===== src/rtl/multi_view_renderer.sv =====
// multi_view_renderer: split-screen top-down renderer. Each viewport shows the
// map scrolled around its own player, the player's car at the viewport centre
// and, optionally, the next player's car as a ghost.
// Pipeline: stage 0 (addresses), stage 1 (ROM data + flags), stage 2 (rgb).
// Optional feature macro: MVR_GHOST_EN enables ghost-car rendering.

module multi_view_renderer #(
  parameter int          NUM_VIEWS       = 2,
  parameter int          SCALE_SHIFT     = 2,
  parameter int          MAP_W           = 320,
  parameter int          MAP_H           = 240,
  parameter int          CAR_SIZE        = 75,
  parameter logic [11:0] TRANSPARENT     = 12'h000,
  parameter logic [11:0] OUT_BOUND_COLOR = 12'h6B4,
  parameter logic [11:0] SEPARATOR_COLOR = 12'hFFF
) (
  input  logic                   clk,
  input  logic                   rst,
  input  logic [9:0]             h_cnt,
  input  logic [9:0]             v_cnt,
  input  logic                   valid,
  input  logic                   hsync_in,
  input  logic                   vsync_in,
  input  logic                   frame_start,
  input  logic [NUM_VIEWS*10-1:0] pos_x,
  input  logic [NUM_VIEWS*10-1:0] pos_y,
  input  logic [NUM_VIEWS*9-1:0]  deg,
  output logic [16:0]            map_addr,
  input  logic [11:0]            map_rgb,
  output logic [16:0]            car_addr_self,
  output logic [16:0]            car_addr_ghost,
  input  logic [11:0]            car_rgb_self,
  input  logic [11:0]            car_rgb_ghost,
  output logic [11:0]            rgb,
  output logic                   hsync_out,
  output logic                   vsync_out
);

  localparam int VW   = 640 / NUM_VIEWS;
  localparam int CX   = VW / 2;
  localparam int CY   = 240;
  localparam int HALF = CAR_SIZE / 2;
  localparam int VI_W = (NUM_VIEWS > 1) ? $clog2(NUM_VIEWS) : 1;

  logic [9:0] snap_x   [NUM_VIEWS];
  logic [9:0] snap_y   [NUM_VIEWS];
  logic [8:0] snap_deg [NUM_VIEWS];
  logic [9:0] cur_x    [NUM_VIEWS];
  logic [9:0] cur_y    [NUM_VIEWS];
  logic [8:0] cur_deg  [NUM_VIEWS];
  logic       armed;

  logic [VI_W-1:0]    vi;
  logic [9:0]         rel_x;
  logic signed [11:0] gx, gy;
  logic               oob_n, sep_n, self_n, ghost_n;
  logic [6:0]         self_lx, self_ly;
  logic [16:0]        self_addr, map_addr_n;

  logic valid0, sep0, self0, ghost0, oob0;
  logic valid1, sep1, self1, ghost1, oob1;
  logic [2:0] hs_d, vs_d;

  // Snapshot of all player states, taken at frame start; armed marks it usable.
  always_ff @(posedge clk) begin
    if (rst) begin
      armed <= 1'b0;
      for (int unsigned i = 0; i < NUM_VIEWS; i++) begin
        snap_x[i]   <= '0;
        snap_y[i]   <= '0;
        snap_deg[i] <= '0;
      end
    end else if (frame_start) begin
      armed <= 1'b1;
      for (int unsigned i = 0; i < NUM_VIEWS; i++) begin
        snap_x[i]   <= pos_x[10*i +: 10];
        snap_y[i]   <= pos_y[10*i +: 10];
        snap_deg[i] <= deg[9*i +: 9];
      end
    end
  end

  // The first pixel of a frame coincides with frame_start, so it sees the new
  // values directly instead of the snapshot that is being loaded on that edge.
  always_comb begin
    for (int unsigned i = 0; i < NUM_VIEWS; i++) begin
      cur_x[i]   = frame_start ? pos_x[10*i +: 10] : snap_x[i];
      cur_y[i]   = frame_start ? pos_y[10*i +: 10] : snap_y[i];
      cur_deg[i] = frame_start ? deg[9*i +: 9]     : snap_deg[i];
    end
  end

  // Viewport index, viewport-relative x and separator columns.
  always_comb begin
    vi    = '0;
    sep_n = 1'b0;
    for (int unsigned k = 1; k < NUM_VIEWS; k++) begin
      if (h_cnt >= 10'(k * VW)) vi = VI_W'(k);
      if (h_cnt == 10'(k * VW - 1) || h_cnt == 10'(k * VW)) sep_n = 1'b1;
    end
    rel_x = h_cnt - 10'(int'(vi) * VW);
  end

  // World coordinates under the pixel and map address.
  always_comb begin
    gx = $signed({2'b00, rel_x >> SCALE_SHIFT}) + $signed({2'b00, cur_x[vi]})
       - $signed(12'(CX >> SCALE_SHIFT));
    gy = $signed({2'b00, v_cnt >> SCALE_SHIFT}) + $signed({2'b00, cur_y[vi]})
       - $signed(12'(CY >> SCALE_SHIFT));
    oob_n = (gx < 0) || (gy < 0) || (gx >= $signed(12'(MAP_W))) || (gy >= $signed(12'(MAP_H)));
    map_addr_n = oob_n ? '0 : 17'(gy) * 17'(MAP_W) + 17'(gx);
  end

  // Own car box, fixed at the viewport centre.
  always_comb begin
    self_n = (rel_x >= 10'(CX - HALF)) && (rel_x <= 10'(CX + HALF)) &&
             (v_cnt >= 10'(CY - HALF)) && (v_cnt <= 10'(CY + HALF));
    self_lx = 7'(rel_x - 10'(CX - HALF));
    self_ly = 7'(v_cnt - 10'(CY - HALF));
  end

  car_addr #(.CAR_SIZE(CAR_SIZE)) u_car_self (
    .deg  (cur_deg[vi]),
    .lx   (self_lx),
    .ly   (self_ly),
    .addr (self_addr)
  );

`ifdef MVR_GHOST_EN
  localparam logic signed [12:0] HALF_S = 13'(HALF);

  logic [VI_W-1:0]    g;
  logic signed [10:0] dx, dy;
  logic signed [12:0] gcx, gcy, rel_s, v_s;
  logic [6:0]         ghost_lx, ghost_ly;
  logic [16:0]        ghost_addr;

  // Ghost car: next player's position relative to this view, scaled to screen.
  always_comb begin
    if (NUM_VIEWS == 1) g = vi;
    else                g = VI_W'((int'(vi) + 1) % NUM_VIEWS);
    dx    = $signed({1'b0, cur_x[g]}) - $signed({1'b0, cur_x[vi]});
    dy    = $signed({1'b0, cur_y[g]}) - $signed({1'b0, cur_y[vi]});
    gcx   = $signed(13'(CX)) + (13'(dx) <<< SCALE_SHIFT);
    gcy   = $signed(13'(CY)) + (13'(dy) <<< SCALE_SHIFT);
    rel_s = $signed({3'b000, rel_x});
    v_s   = $signed({3'b000, v_cnt});
    ghost_n = (NUM_VIEWS > 1) &&
              (rel_s >= gcx - HALF_S) && (rel_s <= gcx + HALF_S) &&
              (v_s   >= gcy - HALF_S) && (v_s   <= gcy + HALF_S);
    ghost_lx = 7'(rel_s - (gcx - HALF_S));
    ghost_ly = 7'(v_s - (gcy - HALF_S));
  end

  car_addr #(.CAR_SIZE(CAR_SIZE)) u_car_ghost (
    .deg  (cur_deg[g]),
    .lx   (ghost_lx),
    .ly   (ghost_ly),
    .addr (ghost_addr)
  );

  // Ghost sprite address register (stage 0).
  always_ff @(posedge clk) begin
    if (rst) car_addr_ghost <= '0;
    else     car_addr_ghost <= ghost_n ? ghost_addr : '0;
  end
`else
  assign ghost_n        = 1'b0;
  assign car_addr_ghost = '0;
`endif

  // Stage 0: ROM addresses and per-pixel flags.
  always_ff @(posedge clk) begin
    if (rst) begin
      valid0        <= 1'b0;
      sep0          <= 1'b0;
      self0         <= 1'b0;
      ghost0        <= 1'b0;
      oob0          <= 1'b0;
      map_addr      <= '0;
      car_addr_self <= '0;
    end else begin
      valid0        <= valid && (armed || frame_start);
      sep0          <= sep_n;
      self0         <= self_n;
      ghost0        <= ghost_n;
      oob0          <= oob_n;
      map_addr      <= map_addr_n;
      car_addr_self <= self_n ? self_addr : '0;
    end
  end

  // Stage 1: flags delayed to line up with ROM read data.
  always_ff @(posedge clk) begin
    if (rst) begin
      valid1 <= 1'b0;
      sep1   <= 1'b0;
      self1  <= 1'b0;
      ghost1 <= 1'b0;
      oob1   <= 1'b0;
    end else begin
      valid1 <= valid0;
      sep1   <= sep0;
      self1  <= self0;
      ghost1 <= ghost0;
      oob1   <= oob0;
    end
  end

  // Stage 2: layer priority mux into the output colour.
  always_ff @(posedge clk) begin
    if (rst)                                          rgb <= '0;
    else if (!valid1)                                 rgb <= '0;
    else if (sep1)                                    rgb <= SEPARATOR_COLOR;
    else if (self1 && car_rgb_self != TRANSPARENT)    rgb <= car_rgb_self;
    else if (ghost1 && car_rgb_ghost != TRANSPARENT)  rgb <= car_rgb_ghost;
    else if (oob1)                                    rgb <= OUT_BOUND_COLOR;
    else                                              rgb <= map_rgb;
  end

  // Sync delay line matching the three pipeline stages.
  always_ff @(posedge clk) begin
    if (rst) begin
      hs_d <= '1;
      vs_d <= '1;
    end else begin
      hs_d <= {hs_d[1:0], hsync_in};
      vs_d <= {vs_d[1:0], vsync_in};
    end
  end

  assign hsync_out = hs_d[2];
  assign vsync_out = vs_d[2];

endmodule

// car_addr: sprite ROM address for a box-local offset. The ROM holds eight
// CAR_SIZE x CAR_SIZE frames, one per 45-degree heading sector.
module car_addr #(
  parameter int CAR_SIZE = 75
) (
  input  logic [8:0]  deg,
  input  logic [6:0]  lx,
  input  logic [6:0]  ly,
  output logic [16:0] addr
);

  localparam int FRAME_PIX = CAR_SIZE * CAR_SIZE;

  logic [3:0] frame;

  // Heading sector selects the frame, offsets index inside it.
  always_comb begin
    frame = 4'(deg / 9'd45);
    addr  = 17'(frame) * 17'(FRAME_PIX) + 17'(ly) * 17'(CAR_SIZE) + 17'(lx);
  end

endmodule


===== config.mk =====
export PLATFORM = sky130hd
export DESIGN_NAME = multi_view_renderer
export DESIGN_NICKNAME = d
export VERILOG_FILES = /design/src/rtl/multi_view_renderer.sv
export SDC_FILE = /design/constraint.sdc
export NUM_CORES = 1
export LEC_CHECK = 0
export BUFFER_PORTS_ARGS = -buffer_cell sky130_fd_sc_hd__buf_2
export CORE_MARGIN = 5
export CORE_UTILIZATION = 35
export DETAILED_ROUTE_END_ITERATION = 8
export PLACE_DENSITY_LB_ADDON = 0.3
export SETUP_SLACK_MARGIN = 0.15
export SYNTH_ARGS = -nofsm -noshare
export SYNTH_HDL_FRONTEND = slang
export SYNTH_SLANG_ARGS = --single-unit

===== constraint.sdc =====
create_clock -name clk -period 9.4 [get_ports clk]
set_clock_uncertainty 0.05 [all_clocks]
set_input_delay 1.88 -clock clk [delete_from_list [all_inputs] [get_ports clk]]
set_output_delay 1.88 -clock clk [all_outputs]
set_load 0.05 [all_outputs]

==> results of run 1 <==
-- path summary, 6_finish.rpt --
| check | endpoint | depth (start not counted) | from | slack (ps) |
|---|---|---|---|---|
| setup / recovery | car_addr_self[16] | 34 | h_cnt[7] | 730 |
| hold / removal | hs_d[1] | 1 | hs_d[0] | 370 |
| setup reg to reg | car_addr_self[16] | 31 | snap_deg[0][16] | 2140 |
| hold reg to reg | hs_d[1] | 1 | hs_d[0] | 370 |
-- power breakdown --
part           internal (mW)  total, mW  switching [mW]
registers              0.573      0.581         0.00747
clock network          0.378      0.661           0.283
logic                   1.33       2.87            1.54
total                   2.28       4.12            1.83
-- routing by layer --
layer  up-vias  track usage (%)  wire length, µm
met2       149            23.10            10140
met4         4            4.965              505
met3        26            3.162             1020
met5         -                0               27
li1       3607                -                -
met1      3374            21.52            11320
-- through the flow --
| stage | instance area [µm²] | cells | hold WS, ps | power (mW) | TNS, ps |
|---|---|---|---|---|---|
| 6_report | 11710 | 1553 | 365.2 | 4.115 | 0 |
| 5_1_grt | 11710 | 1552 | 382.1 | 4.642 | 0 |
| 4_1_cts | 11660 | 1552 | 366.2 | 4.131 | 0 |
| 3_5_place_dp | 11080 | 1520 | 346.8 | 3.434 | -64.20 |
| 3_3_place_gp | 11080 | 1520 | 349.8 | 3.392 | 0 |
| 2_1_floorplan | 9816 | 996 | 339.5 | 2.871 | 0 |
-- cells by family (layout without fill, tap and decap cells) --
family / count (synthesis) / after routing / synth area share [%]
and+or+nand+nor: 245 / 245 / 12.90
buffers and inverters: 208 / 386 / 8.883
adders and majority gates: 173 / 173 / 25.75
AOI/OAI and AO/OA: 146 / 146 / 9.897
DFF: 119 / 119 / 30.40
xor gates and xnor gates: 53 / 53 / 4.762
muxes: 35 / 35 / 7.368
other: 1 / 18 / 0.03847
-- cell usage in the layout, fill, tap and decap left out, types with 3 or more instances in the layout --
master and n:
nand2b_1 7, o21ai_1 5, edfxtp_1 58, a211oi_1 3
a21o_1 13, inv_6 3, nand2_1 36, o21bai_1 13
nor3_1 15, nor4_1 4, mux4_2 29, inv_1 166
nor2b_1 12, mux2i_1 5, nor2_1 73, clkinv_4 4
clkbuf_16 17, ha_1 127, a21boi_0 6, and2_1 65
conb_1 17, o21a_1 3, buf_2 155, o21ai_0 30
xnor2_1 37, nand4_1 3, clkinvlp_4 3, and3b_1 3
xor2_1 15, or2_2 9, nand3_1 5, fa_1 46
buf_4 31, dfxtp_1 61, a21oi_1 44
-- registers in the layout, summed over array words and instances, names as in the netlist --
register / count
oob1: 1
valid1: 1
hs_d: 3
snap_x: 20
rgb: 12
snap_deg: 18
sep0: 1
self1: 1
vs_d: 3
snap_y: 20
valid0: 1
armed: 1
self0: 1
oob0: 1
sep1: 1
map_addr: 17
car_addr_self: 17
-- layout make-up --
| cell class | count | area (µm²) | area share, % |
|---|---|---|---|
| multi-input combinational | 669 | 6033 | 51.53 |
| sequential | 119 | 2963 | 25.31 |
| timing repair buffer | 187 | 1028 | 8.785 |
| inverter | 167 | 626.9 | 5.354 |
| tap | 378 | 473.0 | 4.040 |
| clock buffer | 18 | 439.2 | 3.751 |
| clock inverter | 14 | 141.4 | 1.208 |
| antenna | 1 | 2.502 | 0.02137 |
-- critical path: cells and delay by family --
kind,cells,cell delay [ps]
AO/OA/AOI/OAI,18,2860
AND/OR/NAND/NOR,4,590
buffers and inverters,4,600
multiplexers,2,630
adder cells (fa/ha/maj),6,2320
-- what timing repair did --
| action | 4_1_cts | 5_1_grt |
|---|---|---|
| resized for setup | 0 | 11 |
| setup buffers | 0 | 0 |
| setup endpoints to repair | 0 | 5 |
==> metrics.sh, run 1 <==
DIE-AREA_UM2=31280
CLOCK_INSERTION_DELAY_WORST_SKEW_PS=430
SYNTHFLOPTYPE='dfxtp_1'
DRIVE_ABOVE_1_SHARE_PCT=23.68
DIE_H_UM=176.9
SLACK_OF_THE_CRITICAL_PATH_PS=733.7
CTS_ROOT_BUF='clkbuf_16'
NUMCLOCKSINKS=119
DETAILEDPLACEMENTHPWL_UM=18600
NETLIST_INSTANCES=980
WORST_SLEW_PIN_SLEW_PS=645.8
POWER_PER_CELL_AREA_nW_PER_UM2=351.5
INITIAL_CORE_UTIL_PCT=35.28
VIAS=7160
YS_SEQ_ELEMENTS=119
CTS.CLK_SLEW.WORST_PATHS_PS=60
CP-END-KIND='flip-flop'
GPL.FINAL_WEIGHTED_CONGESTION=0.8939
NUMBER_OF_OPTIMIZATION_ITERATIONS_IN_THE_FIRST_DETAILED_ROUTE_PASS=5
TIMING.CRITICAL_PATH.ARRIVAL_PS=8940
TIMING.FINAL.CRIT_PERIOD_PS=8666
RSZ0062_AT_GRT='yes'
FINALNETCOUNT=1454
CHIPWIDTH_UM=176.9
IO-PIN-COUNT=185
RUN_STATUS='finished, final reports clean'
CTSHOLDBUFFERS=0
NUMBER_OF_REMAINING_DRC_ERRORS=0
ASYNC_FLOP_SHARE_PCT=0
MAX-VDD-IR-DROP_mV=0.2341
FLOORPLAN_CORE_AREA_UM2=27630
FLOORPLAN.ROWS=61
TIMING.FMAX_MHz=115.4
TRITONCTS='yes'
ROUTED_WIRELENGTH_UM=23020
FINAL_CORE_UTILIZATION_PCT=42.37
TIMING.SETUP.CRITICAL_PATH_CLASS='input pin to flip-flop'
CP-START-KIND='input pin'
TIMING.FINAL.CRIT_SHARE_PCT=92.19
GLOBAL_ROUTE_WIRE_LENGTH_BEFORE_REPAIR_UM=37580
LEAKAGE_nW=5.695
CTS_BUFFER_DEPTH=2
SYNTH.TOP_CELLS.BY_AREA='edfxtp_1 (18%), ha_1 (16%), dfxtp_1 (13%)'
GRT_ANTENNA_BEFORE_REPAIR=2
REPORT.FINAL.SETUP_VIOL=0
FILLERS=2715
POST_SYNTH_INSTANCE_AREA_UM2=9747
ANTENNA_LEFT=0
SYNTH_EDF_COUNT=58
DRT_FIRST_ITER_VIOLATIONS=290
DP_SLACK_PS=-64.20
TIMING.MAX_SLEW.REL_SLACK_PCT=56.49
CAP_VIOL_MAX_COUNT=0
YOSYS.CELL_TYPES.COUNT=64
LIBRARY_CELL_WITH_THE_LARGEST_SUMMED_AREA_AFTER_SYNTHESIS='edfxtp_1'
SYNTHTOPCELLSBYCOUNT='inv_1 (166), ha_1 (127), nor2_1 (73)'
FINAL_HOLD_VIOL_COUNT=0
CRITICAL_PATH.SLOWEST_CELL='fa_1'
COUNT_OF_SYNTHESIS_STAGE_WARNINGS_FROM_YOSYS=0
CPPEAKSTAGEDELAY_PS=550
POST_DRT_WL_PER_CELL_UM=14.82
ROUTED_VIA_DENSITY=4.610
SYNTH.MOST_COMMON_CELL='inv_1'
POSTSYNTHAREAPERCELL_UM2=9.946
GLOBALROUTETOTALUTIL_PCT=15.14
CRITPATHREQUIREDTIME_PS=9670
FINAL_MAX_SLEW_VIOL_COUNT=0
GRT.OVERFLOW.TOTAL=0
PORT_BUFFERS=155
HTREEDEPTH=4
CRITICAL_PATH.MAX_FANOUT=9
MAXIMUM_NUMBER_OF_PINS_ON_ONE_NET_BEFORE_GLOBAL_ROUTE_REPAIR=57
NUMBER_OF_BUFFERS_INSERTED_DURING_CLOCK_TREE_SYNTHESIS=17
GRT_PASS1_VIAS=7376
NETLIST.AREA_LEADER.SHARE_PCT=17.87
AREA_GROWTH_PCT=20.12
SYNTH-SEQ-AREA-SHARE_PCT=30.40
HP-CLASS='flip-flop to flip-flop'
(Power assumes the default switching activity.)
==> inputs of run 2 (changes only) <==
--- a/config.mk
+++ b/config.mk
@@ -9,7 +9,9 @@
 export CORE_MARGIN = 5
 export CORE_UTILIZATION = 35
 export DETAILED_ROUTE_END_ITERATION = 8
-export PLACE_DENSITY_LB_ADDON = 0.3
+export GPL_ROUTABILITY_DRIVEN = 0
+export MAX_ROUTING_LAYER = met4
+export PLACE_DENSITY = 0.57
 export SETUP_SLACK_MARGIN = 0.15
 export SYNTH_ARGS = -nofsm -noshare
 export SYNTH_HDL_FRONTEND = slang
==> metrics.sh, run 2 (synthesized netlist as in run 1, its figures left out) <==
RUN_STATUS='finished, final reports clean'  # unchanged
GLOBALROUTETOTALUTIL_PCT=15.31  # was 15.14%
CLOCK_INSERTION_DELAY_WORST_SKEW_PS=420  # was 430 ps
GRT_ANTENNA_BEFORE_REPAIR=5  # was 2
PLACE.DETAILED.INSTANCES=1516  # was 1520
TIMING.FINAL.CRIT_PERIOD_PS=8791  # was 8666 ps
FINALNETCOUNT=1451  # was 1454
TOTAL_POWER_mW=4.122  # was 4.115 mW
CRITICAL_REGISTER_TO_REGISTER_PATH_STARTPOINT='snap_deg[0][15]'  # was snap_deg[0][16]
CHIPWIDTH_UM=176.9  # unchanged
AREA_GROWTH_PCT=19.37  # was 20.12%
NUMBER_OF_OPTIMIZATION_ITERATIONS_IN_THE_FIRST_DETAILED_ROUTE_PASS=5  # unchanged
FINAL_MAX_SLEW_VIOL_COUNT=0  # unchanged
FLOORPLAN_CORE_AREA_UM2=27630  # unchanged
CTS_ROOT_BUF='clkbuf_16'  # unchanged
R2R_SETUP_SLACK_PS=2020  # was 2140 ps
DRIVE_ABOVE_1_SHARE_PCT=23.14  # was 23.68%
TIMING.CRITICAL_PATH.ARRIVAL_PS=9030  # was 8940 ps
RSZ0062_AT_GRT='no'  # was yes
CRITPATHREQUIREDTIME_PS=9640  # was 9670 ps
ROUTED_WIRELENGTH_UM=22780  # was 23020 µm
INITIAL_CORE_UTIL_PCT=35.28  # unchanged
LEAKAGE_nW=5.668  # was 5.695 nW
CTS.CLK_SLEW.WORST_PATHS_PS=60  # about the same
GLOBAL_ROUTE_WIRE_LENGTH_BEFORE_REPAIR_UM=36690  # was 37580 µm
DIE_H_UM=176.9  # unchanged
TIMING.FMAX_MHz=113.8  # was 115.4 MHz
CRITICAL_PATH.MAX_FANOUT=7  # was 9
IO-PIN-COUNT=185  # unchanged
CRITICAL_PATH.REG2REG.ENDPOINT='car_addr_self[15]'  # was car_addr_self[16]
HP-CLASS='flip-flop to flip-flop'  # unchanged
FINAL-INSTANCE-COUNT-EXCL-FILL=1555  # was 1553
DIE-AREA_UM2=31280  # unchanged
CAP_VIOL_MAX_COUNT=0  # unchanged
LAYOUT.CELLS.MOST_COMMON='inv_1'  # unchanged
POWER_PER_CELL_AREA_nW_PER_UM2=354.3  # was 351.5 nW/µm²
HTREEDEPTH=4  # unchanged
NUMCLOCKSINKS=119  # unchanged
ROUTED_VIA_DENSITY=4.574  # was 4.610
CRITICAL_PATH.SLOWEST_CELL='mux4_2'  # was fa_1
REPORT.FINAL.SETUP_VIOL=0  # unchanged
FF2FF_PATH_DEPTH=33  # was 31
MAXIMUM_NUMBER_OF_PINS_ON_ONE_NET_BEFORE_GLOBAL_ROUTE_REPAIR=59  # was 57
MIN_DELAY_PATH_DEPTH=1  # unchanged
PORT_BUFFERS=155  # unchanged
DRT_FIRST_ITER_VIOLATIONS=263  # was 290
MAX-VDD-IR-DROP_mV=0.2105  # was 0.2341 mV
GRT_PASS1_VIAS=7134  # was 7376
VIAS=7112  # was 7160
POST_DRT_WL_PER_CELL_UM=14.65  # was 14.82 µm
LAYOUT_COMMON_CELLS='inv_1 (166), buf_2 (155), ha_1 (127)'  # unchanged
SLACK_OF_THE_CRITICAL_PATH_PS=609.3  # was 733.7 ps
HOLD-PATH-ENDPOINT='vs_d[1]'  # was hs_d[1]
DETAILEDPLACEMENTHPWL_UM=18490  # was 18600 µm
DP_SLACK_PS=-79.24  # was -64.20 ps
TRITONCTS='yes'  # unchanged
CPPEAKSTAGEDELAY_PS=550  # about the same
HP-START='vs_d[0]'  # was hs_d[0]
CP-START-KIND='input pin'  # unchanged
FINAL_HOLD_VIOL_COUNT=0  # unchanged
REG.LARGEST.LIST='snap_x (20), snap_y (20), snap_deg (18)'  # unchanged
CTS_BUFFER_DEPTH=2  # unchanged
FLOORPLAN.ROWS=61  # unchanged
CP-END-KIND='flip-flop'  # unchanged
TIMING.SETUP.CRITICAL_PATH_CLASS='input pin to flip-flop'  # unchanged
NUMBER_OF_BUFFERS_INSERTED_DURING_CLOCK_TREE_SYNTHESIS=17  # unchanged
TIMING.MAX_SLEW.REL_SLACK_PCT=49.56  # was 56.49%
GRT.OVERFLOW.TOTAL=0  # unchanged
NUMBER_OF_REMAINING_DRC_ERRORS=0  # unchanged
ANTENNA_LEFT=0  # unchanged
TIMING.FINAL.CRIT_SHARE_PCT=93.52  # was 92.19%
WORST_SLEW_PIN_SLEW_PS=756.6  # was 645.8 ps
run 2: worst max-delay path, delay by kind of cell:
kind / cells / cell delay (ps)
AOI/OAI and AO/OA: 14 / 2440
xor gates and xnor gates: 2 / 410
adders and majority gates: 6 / 2260
buffers and inverters: 5 / 780
muxes: 1 / 550
and+or+nand+nor: 6 / 700
run 2: layer usage:
layer	track usage, %	wire [µm]	share of wire (%)
met5	-	0	0
met2	23.04	10140	45
met1	20.87	11100	49
met4	4.094	368	1.6
met3	3.589	1164	5.1
run 2: stage by stage:
stage / cell area, µm² / hold slack [ps] / setup TNS [ps] / utilization [%]
6_report: 11630 / 356.3 / 0 / 42.11
5_1_grt: 11630 / 374.0 / 0 / 42.10
4_1_cts: 11610 / 360.0 / 0 / 42.03
3_5_place_dp: 11040 / 345.8 / -79.24 / 39.95
3_3_place_gp: 11040 / 342.3 / -16.78 / 39.95
2_1_floorplan: 9816 / 339.5 / 0 / -
run 2: timing repair:
action,4_1_cts,5_1_grt
resized for setup,0,6
hold buffers,0,0
endpoints found under the setup margin,0,5
buffers inserted,0,1
run 2: final cells by class:
class	count	area, µm²
antenna	6	15.01
clock buffer	20	489.2
clock inverter	12	85.08
fill	2741	15990
inverter	167	626.9
multi-input combinational	669	5989
sequential	119	2963
tap	378	473.0
timing repair buffer	184	993.5
run 2: power by group:
group | switching, mW | internal, mW
Clock | 0.271 | 0.378
Sequential | 0.00786 | 0.573
Combinational | 1.53 | 1.36
Total | 1.81 | 2.32
run 2: worst max-delay path by stage:
stage                        end         from  slack [ps]  cells past startpoint
4_1_cts        car_addr_self[16]  frame_start         360                     33
6_report       car_addr_self[15]  frame_start         610                     34
3_5_place_dp   car_addr_self[16]  frame_start         -80                     33
2_1_floorplan  car_addr_self[16]  frame_start         280                     32
5_1_grt        car_addr_self[15]  frame_start         160                     35
3_3_place_gp   car_addr_self[16]  frame_start         -20                     33
